`config.mk`:
```
export PLATFORM = sky130hd
export DESIGN_NAME = branch_predict_unit
export DESIGN_NICKNAME = d
export VERILOG_FILES = /design/src/rtl/branch_predict_unit.sv
export SDC_FILE = /design/constraint.sdc
export NUM_CORES = 1
export LEC_CHECK = 0
export ABC_AREA = 1
export BUFFER_PORTS_ARGS = -buffer_cell sky130_fd_sc_hd__buf_2
export CAP_MARGIN = 20
export CORE_MARGIN = 10
export CORE_UTILIZATION = 51
export CTS_CLUSTER_DIAMETER = 200
export CTS_CLUSTER_SIZE = 20
export DETAILED_ROUTE_END_ITERATION = 10
export PLACE_DENSITY = 0.86
export RECOVER_POWER = 25
export SETUP_SLACK_MARGIN = 0.15
export SLEW_MARGIN = 20
export SYNTH_ARGS = -nofsm -noshare
export SYNTH_HDL_FRONTEND = slang
export SYNTH_SLANG_ARGS = --single-unit
export TNS_END_PERCENT = 20
```
`constraint.sdc`:
```
create_clock -name clk -period 4.56 [get_ports clk]
set_input_delay 0 -clock clk [delete_from_list [all_inputs] [get_ports clk]]
set_output_delay 0 -clock clk [all_outputs]
set_load 0.05 [all_outputs]
```
`src/rtl/branch_predict_unit.sv`:
```
// Branch resolution and 2-bit BHT dynamic prediction with registered flush/redirect.
// Fetch: f_valid/f_pc -> f_pred_taken. Execute: e_* -> e_taken, flush, redirect_pc.
// Optional counters stat_branches/stat_mispred built only when BPU_STATS_EN is defined.
module branch_predict_unit #(
  parameter int         XLEN     = 32,
  parameter int         IDX_BITS = 6,
  parameter logic [1:0] CNT_INIT = 2'b01
) (
  input  logic            clk,
  input  logic            reset,
  input  logic            f_valid,
  input  logic [XLEN-1:0] f_pc,
  output logic            f_pred_taken,
  input  logic            e_valid,
  input  logic            e_branch,
  input  logic            e_jump,
  input  logic            e_is_jalr,
  input  logic [2:0]      e_funct3,
  input  logic            e_zero,
  input  logic            e_lts,
  input  logic            e_ltu,
  input  logic [XLEN-1:0] e_pc,
  input  logic            e_pred_taken,
  input  logic [XLEN-1:0] e_target,
  output logic            e_taken,
  output logic            flush,
  output logic [XLEN-1:0] redirect_pc,
  output logic [31:0]     stat_branches,
  output logic [31:0]     stat_mispred
);

  localparam int ENTRIES = 1 << IDX_BITS;

  logic [1:0]          bht_q [ENTRIES];
  logic [1:0]          bht_d [ENTRIES];
  logic [IDX_BITS-1:0] f_idx;
  logic [IDX_BITS-1:0] e_idx;
  logic                br_taken;
  logic                legal;
  logic                upd;
  logic                mis;
  logic                flush_q, flush_d;
  logic [XLEN-1:0]     redirect_q, redirect_d;
  logic [1:0]          cnt;
  logic                unused_f_pc;

  assign f_idx        = f_pc[IDX_BITS+1:2];
  assign e_idx        = e_pc[IDX_BITS+1:2];
  assign unused_f_pc  = ^{f_pc[1:0], f_pc[XLEN-1:IDX_BITS+2]};
  assign f_pred_taken = f_valid & bht_q[f_idx][1];

  always_comb begin
    br_taken = 1'b0;
    legal    = 1'b1;
    case (e_funct3)
      3'b000:  br_taken = e_zero;
      3'b001:  br_taken = ~e_zero;
      3'b100:  br_taken = e_lts;
      3'b101:  br_taken = ~e_lts;
      3'b110:  br_taken = e_ltu;
      3'b111:  br_taken = ~e_ltu;
      default: legal    = 1'b0;
    endcase
  end

  assign e_taken = e_valid & (e_jump | (e_branch & br_taken));
  assign upd     = e_valid & e_branch & legal;

  // jalr targets are never predicted, so every jalr redirects.
  assign mis = e_valid & (
                 (e_branch & (e_taken != e_pred_taken)) |
                 (e_jump & ~e_is_jalr & ~e_pred_taken) |
                 (e_jump & e_is_jalr));

  always_comb begin
    bht_d = bht_q;
    cnt   = bht_q[e_idx];
    if (upd) begin
      if (br_taken) begin
        if (cnt != 2'd3) cnt = cnt + 2'd1;
      end else begin
        if (cnt != 2'd0) cnt = cnt - 2'd1;
      end
      bht_d[e_idx] = cnt;
    end
  end

  always_comb begin
    flush_d    = mis;
    redirect_d = redirect_q;
    if (mis) redirect_d = e_taken ? e_target : e_pc + XLEN'(4);
  end

  always_ff @(posedge clk or posedge reset) begin
    if (reset) begin
      for (int i = 0; i < ENTRIES; i++) bht_q[i] <= CNT_INIT;
      flush_q    <= 1'b0;
      redirect_q <= '0;
    end else begin
      bht_q      <= bht_d;
      flush_q    <= flush_d;
      redirect_q <= redirect_d;
    end
  end

  assign flush       = flush_q;
  assign redirect_pc = redirect_q;

`ifdef BPU_STATS_EN
  logic [31:0] stat_br_q, stat_br_d;
  logic [31:0] stat_mis_q, stat_mis_d;

  always_comb begin
    stat_br_d  = stat_br_q;
    stat_mis_d = stat_mis_q;
    if (e_valid & e_branch & (stat_br_q != 32'hFFFF_FFFF))
      stat_br_d = stat_br_q + 32'd1;
    if (mis & (stat_mis_q != 32'hFFFF_FFFF))
      stat_mis_d = stat_mis_q + 32'd1;
  end

  always_ff @(posedge clk or posedge reset) begin
    if (reset) begin
      stat_br_q  <= '0;
      stat_mis_q <= '0;
    end else begin
      stat_br_q  <= stat_br_d;
      stat_mis_q <= stat_mis_d;
    end
  end

  assign stat_branches = stat_br_q;
  assign stat_mispred  = stat_mis_q;
`else
  assign stat_branches = '0;
  assign stat_mispred  = '0;
`endif

endmodule

```
# After elaboration in Yosys (flattened, before gate mapping)
# Cells that the tools add are included.
dict set report word_totals {
  regBits 161
  latch_bits 0
  mem_bits_rw 0
  mem_bits_ro 0
  in_bits 110
  output_inout_bits 99
  elab_cells 119
  n_memories 0
}
dict set report op_classes {
  n_addsub 3
  n_mul 0
  div 0
  magnitude_cmp 3
  eq_ne 7
  shift 0
  n_mux 16
  bitwise 20
  reduce_logical 4
}
# operator n
set ops {}
lappend ops {{$bwmux W128} 1}
lappend ops {{$add A32 B3 Y32 const B} 1}
lappend ops {{$mux W32} 1}
lappend ops {{$bmux W2 S6} 2}
lappend ops {{$mux W2} 9}
lappend ops {{$ge A7 B7 Y1 const B} 2}
lappend ops {{$not A6 Y7} 2}
lappend ops {{$demux W2 S6} 1}
lappend ops {{$eq A3 B3 Y1 const B} 4}
lappend ops {{$and A1 B1 Y1} 10}
lappend ops {{$lt A7 B1 Y1 const B} 1}
lappend ops {{$pmux W1 S6} 1}
lappend ops {{$reduce_or A6 Y1} 1}
lappend ops {{$not A1 Y1} 5}
lappend ops {{$eq A3 B1 Y1 const B} 1}
lappend ops {{$logic_not A3 Y1} 1}
lappend ops {{$or A1 B1 Y1} 3}
lappend ops {{$add A2 B1 Y2 const B} 1}
lappend ops {{$ne A2 B2 Y1 const B} 1}
lappend ops {{$reduce_bool A2 Y1} 1}
lappend ops {{$sub A2 B1 Y2 const B} 1}
lappend ops {{$logic_and A1 B1 Y1} 1}
lappend ops {{$mux W1} 1}
lappend ops {{$ne A1 B1 Y1} 1}

# Depth between registers and ports, before layout
dict set report depth {
  depth_word 10
  depth_mapped 19
  mapped_depth_nobuf 15
}

# Least setup slack after synthesis
# Ideal clock, no wire load.
dict set report synth_timing {
  path_type {register to output}
  startpoint {register bht_q[111] (netlist bit)}
  endpoint {output port f_pred_taken}
  t_arrival_ns 2.008
  required_ns 4.560
  slack_ns 2.552
  stages_incl_launch_ff 9
  cell_sequence {dfrtp_1 -> inv_1 -> o21ai_0 -> a21oi_1 -> a21oi_1 -> nand2_1 -> nand3_1 -> nand3_1 -> a21boi_0}
}
dict set report synth_between {
  elab_chain_cells 4
}
# element line_no
set synth_lines {}
lappend synth_lines {{from (decl)} 34} ;# logic [1:0] bht_q [ENTRIES];
lappend synth_lines {{from (signal assigned)} 100} ;# bht_q <= bht_d;
lappend synth_lines {{$bmux W2 S6} 50} ;# assign f_pred_taken = f_valid & bht_q[f_idx][1];
lappend synth_lines {{$mux W2 (implied by the code) (2 in a row)} 50}
lappend synth_lines {{$and A1 B1 Y1} 50}
lappend synth_lines {{to (decl)} 13} ;# output logic f_pred_taken,
# Every way passes these cells. The select of a mux whose other input is x is not followed.

==> results_dict.tcl <==
set metrics [dict create \
    status "complete, but fails checks" \
    failed_checks "capacitance limit, slew limit" \
    seq_power_share_pct 40.2 \
    peakVddDrop_mv 0.2445 \
    final_cell_mix "nand2_1 (779), nand3_1 (192), nor2_1 (120)" \
    cts_buffers 17 \
    cts_tree "done" \
    hold_path_depth 7 \
    synth_area_leaders "nand2_1 (27%), dfrtp_1 (22%), dfstp_2 (16%), nand3_1 (8.9%), buf_4 (5.2%)" \
    reg2reg_depth 13 \
    overflow 0 \
    p_switching_mw 1.457 \
    cp_cell_sequence "dlygate4sd3_1 > buf_2 > inv_1 > buf_4" \
    gp_congestion 0.9733 \
    cp_max_fo 84 \
    reg2reg_slack_ns 2.02 \
    antenna_found_initial 2 \
    h-tree-depth 4 \
    drive_gt1_share_pct 12.73 \
    num_rows 53 \
    finalHoldViolations 0 \
    p_leak_nw 6.346 \
    hpwlAfterDp_mm 22.66 \
    dp_slack_ns 1.661 \
    finalCritPeriodShare_pct 70.64 \
    ys_ff_latch 161 \
    floorplan.initialDensity_pct 51.64 \
    first_pass_iters 7 \
    worstReg2RegEnd "bht_q[73]$_DFFE_PP0P_" \
    final_common_cell "nand2_1" \
    syn_area_um2 10820 \
    min-delay-start "e_pc[31]" \
    critPathTopFamily "buffers and inverters" \
    drt_iter0_markers 1797 \
    die-area_um2 27440 \
    die_height_um 165.7 \
    path_clk_slew_ns 0.07 \
    wl_per_cell_um 17.14 \
    slew_viol_final 85 \
    grt_max_degree 85 \
    fin_crit_ns 3.221 \
    grt.total_usage_pct 24.90 \
    worstPathArrival_ns 3.75 \
    swShare_pct 36.47 \
    via_per_inst 5.587 \
    worstPathRequired_ns 5.09 \
    crit_path_top_delay_cell "inv_1" \
    synth_top_area_cell "nand2_1" \
    critPathBufInv 4 \
    num_vias 11689 \
    grt_pass1_wl_mm 57.61 \
    clock_skew_ns 0.01283 \
    ys_types 34 \
    worst_pin_slew_ns 3.235 \
    end_kind "asynchronous set/reset pin" \
    p_clk_share_pct 35.4 \
    p_per_area_nw_per_um2 327.3 \
    area_delta_synth_final_pct 12.78 \
    p_int_mw 2.537 \
    dp.cells 2019 \
    port_buffers 118 \
    core-area_um2 20960 \
    final_cell_count_no_fill 2092 \
    cap_violations 1 \
    cts.sinks 161 \
    r2r-start "bht_q[74]$_DFFE_PP1P_" \
    clockBufferDepth 2 \
    start_kind "input port" \
    routed_wl_mm 35.86 \
    clockRootBuffer "clkbuf_16" \
    setup_violations 0 \
    synth_top_area_share_pct 27.06 \
    p_total_mw 3.994 \
    max_freq_ghz 0.3105 \
    hold_class "in -> reg" \
    critical_path_class "in -> async" \
    slowest_delay_ns 2.25 \
    die_x_um 165.7 \
    grt_pass1_vias 11146 \
    min_to "redirect_pc[31]$_DFFE_PP0P_" \
    setup_slack_ns 1.339 \
    ant_nets 0 \
    fin_nets 1913 \
    max-slew-margin-rel_pct -115.9 \
    pin_count 209 \
    comb_power_share_pct 24.3 \
    cts-resized-gates 0 \
    rsz0062_at_grt "false" \
    post_synth.cell_area_avg_um2 6.384 \
    fin_setup_tns_ns 0 \
    ys_warn_count 0 \
    ys_seq_area_share_pct 37.97 \
    syn_inst 1695 \
    remaining_drc_errors 0 \
    clkLatencyLatePin_ns 0.44 \
]
==> layout make-up <==
type / count / area [um2]
Sequential cell: 161 / 4109
Clock buffer: 19 / 442.9
Clock inverter: 13 / 128.9
Timing Repair Buffer: 172 / 1097
Antenna cell: 2 / 5.005
Multi-Input combinational cell: 1326 / 5612
Fill cell: 1891 / 8751
Inverter: 124 / 465.4
Tap cell: 275 / 344.1
==> logic make-up after synthesis <==
group           share of synthesized area [%]
xor+xnor                                1.538
buf+inv                                 12.42
flops                                   37.97
simple gates                            43.52
other cells                           0.03465
compound gates                          4.405
fa+ha+maj                              0.1156
==> Yosys cell counts (all sizes together) <==
cell,number
nor2,121
o31ai,2
or2,1
buf,113
o21bai,1
xor2,14
ha,1
nor4,1
dfstp,64
a21oi,8
o211ai,4
nor3,48
inv,121
a21boi,1
nand2,783
dfrtp,97
xnor2,5
clkinv,3
conb,1
nand4,10
nand3b,2
o221ai,11
o21ai,56
nand3,193
clkbuf,34
==> flip-flops by register name (all words and copies together), names as in the netlist <==
| signal | count |
|---|---|
| redirect_pc | 32 |
| bht_q | 128 |
| flush | 1 |
==> per-layer routing <==
layer / routed length, um / vias up / GRT usage [%]
met5: 0 / - / 0
met4: 1211 / 0 / 11.59
met3: 4328 / 122 / 7.194
met2: 16670 / 816 / 39.40
met1: 13650 / 5355 / 30.73
li1: - / 5396 / -
==> power groups by stage <==
stage	logic, mW	clock network, mW	registers (mW)
finish	0.971	1.42	1.61
global route	1.04	1.49	1.62
CTS	0.949	1.42	1.60
detailed placement	0.916	0	1.63
global placement	0.908	0	1.62
floorplan	0.522	0	1.82
==> how the worst max path moves through the flow <==
| stage | slack [ns] | depth (start not counted) | from | to |
|---|---|---|---|---|
| floorplan | 0.32 | 1 | reset | bht_q[101]$_DFFE_PP0P_ |
| global placement | 1.77 | 17 | e_pc[2] | bht_q[46]$_DFFE_PP1P_ |
| detailed placement | 1.66 | 14 | e_funct3[2] | redirect_pc[15]$_DFFE_PP0P_ |
| CTS | 1.77 | 15 | e_pc[2] | redirect_pc[24]$_DFFE_PP0P_ |
| global route | 0.76 | 4 | reset | bht_q[79]$_DFFE_PP0P_ |
| finish | 1.34 | 4 | reset | bht_q[68]$_DFFE_PP1P_ |
==> worst reg2reg max path, delay by kind of cell (launching register included) <==
kind	cells	cell delay, ns
buffers and inverters	1	0.58
DFF	1	0.54
and+or+nand+nor	12	1.36
==> metrics by stage <==
stage	util (%)	instance area (um2)	hold slack, ns
after floorplan	-	11060	0.1950
final	58.24	12200	0.007764
after CTS	58.27	12210	0.0009874
after global routing	58.24	12200	0.03136
after global placement	53.68	11250	0.2069
after detailed placement	53.68	11250	0.2086
==> repair_timing <==
action | 4_1_cts | 5_1_grt
hold buffers | 39 | 0
endpoints found under the setup margin | 0 | 0
setup buffers | 0 | 0
hold endpoints to repair | 89 | 0
(Power assumes the default switching activity.)
